[config.mk]
export PLATFORM = sky130hd
export DESIGN_NAME = if_fetch_unit
export DESIGN_NICKNAME = d
export VERILOG_FILES = /design/src/rtl/riscv_pkg.sv /design/src/rtl/if_fetch_unit_pc_reg.sv /design/src/rtl/if_fetch_unit.sv
export SDC_FILE = /design/constraint.sdc
export NUM_CORES = 1
export LEC_CHECK = 0
export CELL_PAD_IN_SITES_DETAIL_PLACEMENT = 1
export CELL_PAD_IN_SITES_GLOBAL_PLACEMENT = 1
export CORE_ASPECT_RATIO = 1.1
export CORE_MARGIN = 5
export CORE_UTILIZATION = 33
export CTS_CLUSTER_SIZE = 24
export DETAILED_ROUTE_END_ITERATION = 10
export PLACE_DENSITY = 0.89
export SETUP_SLACK_MARGIN = 0.4
export SYNTH_ARGS = -nofsm -noshare
export SYNTH_HDL_FRONTEND = slang
export SYNTH_SLANG_ARGS = --single-unit
[constraint.sdc]
create_clock -name clk -period 4.8 [get_ports clk]
set_clock_uncertainty 0.05 [all_clocks]
set_input_delay 0.48 -clock clk [delete_from_list [all_inputs] [get_ports clk]]
set_output_delay 0.48 -clock clk [all_outputs]
set_load 0.1 [all_outputs]
[src/rtl/riscv_pkg.sv]
// Shared RISC-V core definitions: datapath width, canonical NOP encoding,
// fetch FSM state encoding and an address alignment helper.
package riscv_pkg;

    localparam int unsigned XLEN = 32;
    localparam logic [XLEN-1:0] INSTR_NOP = 32'h0000_0013;

    typedef enum logic [2:0] {
        S_IDLE  = 3'd0,
        S_REQ   = 3'd1,
        S_WAIT  = 3'd2,
        S_DRAIN = 3'd3,
        S_HOLD  = 3'd4
    } fetch_state_e;

    function automatic logic [XLEN-1:0] word_align(input logic [XLEN-1:0] addr);
        return addr & {{(XLEN-2){1'b1}}, 2'b00};
    endfunction

endpackage

[src/rtl/if_fetch_unit_pc_reg.sv]
// Program counter: synchronous reset to RESET_PC, redirect load (word-aligned)
// with priority over the sequential +4 increment.
module pc_reg
    import riscv_pkg::*;
#(
    parameter logic [31:0] RESET_PC = 32'h0000_0000
) (
    input  logic            clk,
    input  logic            rst,
    input  logic            i_load,
    input  logic [XLEN-1:0] i_load_pc,
    input  logic            i_inc,
    output logic [XLEN-1:0] o_pc,
    output logic [XLEN-1:0] o_pc_next
);

    logic [XLEN-1:0] r_pc;
    logic [XLEN-1:0] w_pc_next;

    // next PC selection; the increment wraps naturally at 2^32
    always_comb begin
        w_pc_next = r_pc;
        if (i_load) begin
            w_pc_next = word_align(i_load_pc);
        end else if (i_inc) begin
            w_pc_next = r_pc + 32'd4;
        end else begin
            w_pc_next = r_pc;
        end
    end

    // PC state register
    always_ff @(posedge clk) begin
        if (rst) begin
            r_pc <= RESET_PC;
        end else begin
            r_pc <= w_pc_next;
        end
    end

    assign o_pc      = r_pc;
    assign o_pc_next = w_pc_next;

endmodule

[src/rtl/if_fetch_unit.sv]
// Instruction fetch stage: single-outstanding word fetch from imem and
// {pc, instr} hand-off to decode, with branch/jump redirect handling.
module if_fetch_unit
    import riscv_pkg::*;
#(
    parameter logic [31:0] RESET_PC = 32'h0000_0000
) (
    input  logic            clk,
    input  logic            rst,
    input  logic            redirect_valid,
    input  logic [XLEN-1:0] redirect_pc,
    output logic            imem_req_valid,
    input  logic            imem_req_ready,
    output logic [XLEN-1:0] imem_req_addr,
    input  logic            imem_rsp_valid,
    input  logic [XLEN-1:0] imem_rsp_data,
    output logic            if_valid,
    input  logic            if_ready,
    output logic [XLEN-1:0] if_pc,
    output logic [XLEN-1:0] if_instr
);

    fetch_state_e    r_state;
    fetch_state_e    w_state_next;
    logic            w_load;
    logic            w_inc;
    logic            w_capture;
    logic [XLEN-1:0] w_pc;
    logic [XLEN-1:0] w_pc_next;

    logic            r_req_valid;
    logic [XLEN-1:0] r_req_addr;
    logic            r_if_valid;
    logic [XLEN-1:0] r_if_pc;
    logic [XLEN-1:0] r_if_instr;

    pc_reg #(
        .RESET_PC (RESET_PC)
    ) u_pc_reg (
        .clk       (clk),
        .rst       (rst),
        .i_load    (w_load),
        .i_load_pc (redirect_pc),
        .i_inc     (w_inc),
        .o_pc      (w_pc),
        .o_pc_next (w_pc_next)
    );

    // FSM state register
    always_ff @(posedge clk) begin
        if (rst) begin
            r_state <= S_IDLE;
        end else begin
            r_state <= w_state_next;
        end
    end

    // next-state and PC control; a redirect dominates every other event
    always_comb begin
        w_state_next = r_state;
        w_load       = 1'b0;
        w_inc        = 1'b0;
        w_capture    = 1'b0;
        case (r_state)
            S_IDLE: begin
                w_load       = redirect_valid;
                w_state_next = S_REQ;
            end
            S_REQ: begin
                w_load = redirect_valid;
                if (imem_req_ready) begin
                    // old address already accepted: its response must be drained
                    w_state_next = redirect_valid ? S_DRAIN : S_WAIT;
                end else begin
                    w_state_next = S_REQ;
                end
            end
            S_WAIT: begin
                if (redirect_valid) begin
                    w_load       = 1'b1;
                    w_state_next = imem_rsp_valid ? S_REQ : S_DRAIN;
                end else if (imem_rsp_valid) begin
                    w_capture    = 1'b1;
                    w_state_next = S_HOLD;
                end else begin
                    w_state_next = S_WAIT;
                end
            end
            S_DRAIN: begin
                w_load       = redirect_valid;
                w_state_next = imem_rsp_valid ? S_REQ : S_DRAIN;
            end
            S_HOLD: begin
                if (redirect_valid) begin
                    w_load       = 1'b1;
                    w_state_next = S_REQ;
                end else if (r_if_valid && if_ready) begin
                    w_inc        = 1'b1;
                    w_state_next = S_REQ;
                end else begin
                    w_state_next = S_HOLD;
                end
            end
            default: begin
                w_state_next = S_IDLE;
            end
        endcase
    end

    // registered request and decode-side outputs, derived from the next state
    always_ff @(posedge clk) begin
        if (rst) begin
            r_req_valid <= 1'b0;
            r_req_addr  <= RESET_PC;
            r_if_valid  <= 1'b0;
            r_if_pc     <= 32'h0000_0000;
            r_if_instr  <= INSTR_NOP;
        end else begin
            r_req_valid <= (w_state_next == S_REQ);
            r_req_addr  <= w_pc_next;
            r_if_valid  <= (w_state_next == S_HOLD);
            if (w_capture) begin
                r_if_pc    <= w_pc;
                r_if_instr <= imem_rsp_data;
            end
        end
    end

    assign imem_req_valid = r_req_valid;
    assign imem_req_addr  = r_req_addr;
    assign if_valid       = r_if_valid;
    assign if_pc          = r_if_pc;
    assign if_instr       = r_if_instr;

endmodule

Word level (Yosys, flattened, before mapping)
Cells that the tools add are included.
- output and inout bits: 98
- bits of input ports: 70
- bits in registers: 101
- multiplexer cells: 18
- reduce and logical (&&, ||, !) cells: 6
- eq/ne operators: 6
- add/subtract/negate cells: 1
- operators with widths (operator ; count):
    $mux W32 ; 2
    $add A32 B3 Y32 const B ; 1
    $pmux W3 S5 ; 1
    $mux W3 ; 4
    $mux W1 ; 8
    $eq A3 B1 Y1 const B ; 2
    $eq A3 B2 Y1 const B ; 2
    $eq A3 B3 Y1 const B ; 2
    $mux W2 ; 2
    $reduce_or A2 Y1 ; 2
    $logic_not A3 Y1 ; 1
    $reduce_or A3 Y1 ; 1
    $pmux W1 S2 ; 1
    $reduce_bool A2 Y1 ; 1
    $logic_and A1 B1 Y1 ; 1

Depth between registers and ports, before layout
- depth after elaboration: 6
- mapped depth: 8
- mapped depth without buffers: 6

Hierarchy
Synthesis repeated with hierarchy kept, for this count alone.
- cells, all modules: 668
- area total of the unflattened synthesis: 6312.3 µm²
- by module, submodules not included (module ; cells an instance ; times used ; area each (µm²)):
    if_fetch_unit ; 371 ; 1 ; 4000.1
    pc_reg ; 297 ; 1 ; 2312.2

Worst setup path before layout
Ideal clock, no wire load.
- kind: register to register
- start point: register u_pc_reg.r_pc[6] (netlist: u_pc_reg.o_pc[6])
- end point: register u_pc_reg.r_pc[25] (netlist: u_pc_reg.o_pc[25])
- stages on the path, launching flop included: 6
- data required time: 4.670 ns
- arrival: 2.597 ns
- period minus slack after synthesis: 2.727 ns
- setup slack: 2.073 ns
- buffers on the path: 0
- cell sequence: dfxtp_1 -> nand4_1 -> nor4_1 -> nand4_1 -> or3_1 -> o211ai_1
- word-level cells in the longest chain between the ends: 3
- ends and longest elaborated chain (item ; RTL line ; RTL):
    from (decl) ; if_fetch_unit_pc_reg.sv:17 ; logic [XLEN-1:0] r_pc;
    from (signal assigned) ; if_fetch_unit_pc_reg.sv:37 ; r_pc <= w_pc_next;
    $add A32 B3 Y32 ; if_fetch_unit_pc_reg.sv:26 ; w_pc_next = r_pc + 32'd4;
    $mux W32 ; if_fetch_unit_pc_reg.sv:25 ; end else if (i_inc) begin
    $mux W32 ; if_fetch_unit_pc_reg.sv:23 ; if (i_load) begin
Every way passes these cells. The select of a mux whose other input is x is not followed.
A chain may end at the register's enable or synchronous reset.

==> out/results.txt <==
crit path max fanout: 8
DRT iter0 DRCs: 282
switching power: 0.610 mW
Vias/cell: 5.39
sw frac: 30.3%
ant diodes: 0
Detail Route Antenna Nets: 0
num rows: 43
Worst Setup Path Type: register to primary output
drt drc: 0
Synth top area share: 45.5%
via count: 4544
CTS clk-pin slew, worst paths: 0.07 ns
Logic pwr share: 18.1%
H-tree level count: 3
Final Max Slew Viols: 0
outcome: finished, final reports clean
fin crit share: 54.9%
PD cells: 323 nW/µm²
CP endpoint kind: primary output
most area-consuming cells after synthesis: dfxtp_1 (46%), nand2_1 (12%), a21oi_1 (8.9%), clkbuf_1 (3.3%), nand3_1 (2.8%)
GPL Wtd Cong: 0.822
Nets: 752
Core Region: 12600 µm²
register area share after synthesis: 45.5%
vias in the first global route: 4730
WP buf/inv: 1
worst slew pin tran: 1.16 ns
CP max stage delay: 1.21 ns
peak supply drop: 0.154 mV
largest area contributor in the netlist: dfxtp_1
clk root buf: clkbuf_16
initial antenna violation count: 0
share of cells above drive strength 1: 4.52%
Tightest Hold Check Type: register to register
FF+latch count, synth: 97
unrepaired setup endpoints after global routing: false
Synth cell types: 50
I/O pins: 168
clk buf depth: 2
Worst Setup Start Kind: register
commonest non-fill, non-tap cells in the layout: clkdlybuf4s50_1 (160), nand2_1 (139), dfxtp_1 (97)
Mapped Cells: 549
Clock Power Share: 38.7%
Setup-failing EPs final: 0
largest net degree at the start of global routing: 99
Ys Warns: 0
first-pass GRT wire length: 24800 µm
die span in x: 118 µm
Congestion Overflow GR: 0
HPWL after DPL: 11200 µm
routed len/inst: 18.5 µm
post_cts resized: 0
Max Fclk: 380 MHz
Lkg Pwr: 2.02 nW
ys async rst share: 0%
Die H: 129 µm
Clock Sinks: 97
drt pass-1 iters: 5
Slew headroom: 22.6%
Total Routing Usage GR: 19.8%
Port Buf Inserts: 161
setup bufs post-CTS: 0
Max stage delay cell, worst path: clkdlybuf4s50_1
Die ar.: 15300 µm²
P_int: 1.40 mW
cell family with most CP delay: buffers and inverters
worst path required time: 4.27 ns
Final Non-Filler Cells: 843
Inst Count DP: 827
Post-Syn Area per Cell: 7.77 µm²
sequential power share: 43.2%
ys flop type: dfxtp_1
CP Cell Sequence: clkdlybuf4s50_1
commonest non-fill, non-tap cell in the layout: clkdlybuf4s50_1
Worst EP arrival: 2.10 ns
area delta synth->final: 45.9%
EDFF count, synth: 0
hold_buf cts: 0
fin crit period: 2.63 ns
Initial Utilization: 33.7%
Num CTS Buffers: 9
Netlist Area Pre-Place: 4260 µm²
worst skew pair latency: 0.34 ns
setup_tns: 0 ns
drt total wl: 15600 µm
final hold vios: 0
CTS tree: built
Max-Cap Viols: 0
## flip-flops by register name (all words and copies together), names as in the netlist
| register | cells |
|---|---|
| if_instr | 32 |
| if_pc | 30 |
| if_valid | 1 |
| imem_req_valid | 1 |
| r_state | 3 |
| u_pc_reg.o_pc | 30 |
## cells by family after synthesis
logic type      after synthesis  synth area share, %
compound gates              152                 21.7
fa+ha+maj                     1                0.293
buf+inv                      52                 5.40
flops                        97                 45.5
other cells                   1               0.0879
simple gates                246                 26.9
## metal layers
layer,vias to the layer above,GRT usage [%],routed length [µm]
li1,2193,-,-
met1,2183,24.4,6840
met2,158,35.1,7710
met3,10,4.63,927
met4,0,4.67,112
met5,-,0,0
## power by group through the flow
stage                     clock, mW  sequential [mW]  combinational, mW
final                         0.779            0.869              0.363
after global routing          0.819            0.873              0.380
after CTS                     0.792            0.868              0.365
after detailed placement          0            0.887              0.363
after global placement            0            0.884              0.357
after floorplan                   0             1.03             0.0963
## tightest hold or removal path: stages, from the launching register on
cell and delay (ns):
dfxtp_1 0.31, nand2_1 0.05, a21oi_1 0.05
## cell usage after synthesis (2+ instances only)
master and number:
buf_4 5, and3_1 5, clkbuf_1 37, nand4_1 14
nor3_1 5, o31ai_1 2, or3_1 8, nand3_1 24
a2bb2oi_1 3, o22ai_1 3, a21oi_1 76, dfxtp_1 97
a31oi_1 3, nand3b_1 10, nand2_1 139, o21ai_1 2
nor2_1 14, o311ai_0 3, a2111oi_0 2, or2_2 5
nand2b_1 4, a211oi_1 6, o211ai_1 7, nor4_1 5
a31o_2 2, o21a_1 4, and2_1 3, o21ai_0 14
buf_6 2, a21o_1 2, nor2b_1 3, o32ai_1 2
inv_1 6, o21bai_1 2, a22oi_1 15
## worst paths after layout
kind / start / to / slack [ns] / cells past startpoint
worst max-delay path: u_pc_reg.o_pc[15]$_SDFFE_PP0P_ / imem_req_addr[15] / 2.17 / 1
worst min register to register: if_instr[21]$_SDFFE_PP0N_ / if_instr[21]$_SDFFE_PP0N_ / 0.41 / 2
worst max register to register: u_pc_reg.o_pc[7]$_SDFFE_PP0P_ / u_pc_reg.o_pc[29]$_SDFFE_PP0P_ / 2.22 / 5
worst min-delay path: if_instr[21]$_SDFFE_PP0N_ / if_instr[21]$_SDFFE_PP0N_ / 0.41 / 2
## per-stage QoR
step	instance area [µm²]	util [%]	hold WS, ns	setup WS (ns)	power [mW]
3_3_place_gp	5900	46.7	0.391	1.97	1.24
3_5_place_dp	5900	46.7	0.397	1.89	1.25
2_1_floorplan	4280	-	0.470	2.07	1.12
4_1_cts	6220	49.2	0.406	2.16	2.03
6_report	6220	49.2	0.406	2.17	2.01
5_1_grt	6220	49.2	0.423	2.01	2.07
## cell type report
type / instances / area, µm²
fill: 1508 / 6420
multi-input combinational: 403 / 2110
sequential: 97 / 1940
timing repair buffer: 164 / 1630
clock buffer: 10 / 229
tap: 157 / 196
clock inverter: 6 / 91.3
inverter: 6 / 22.5
Note: power is estimated with default switching activity, not from simulation.
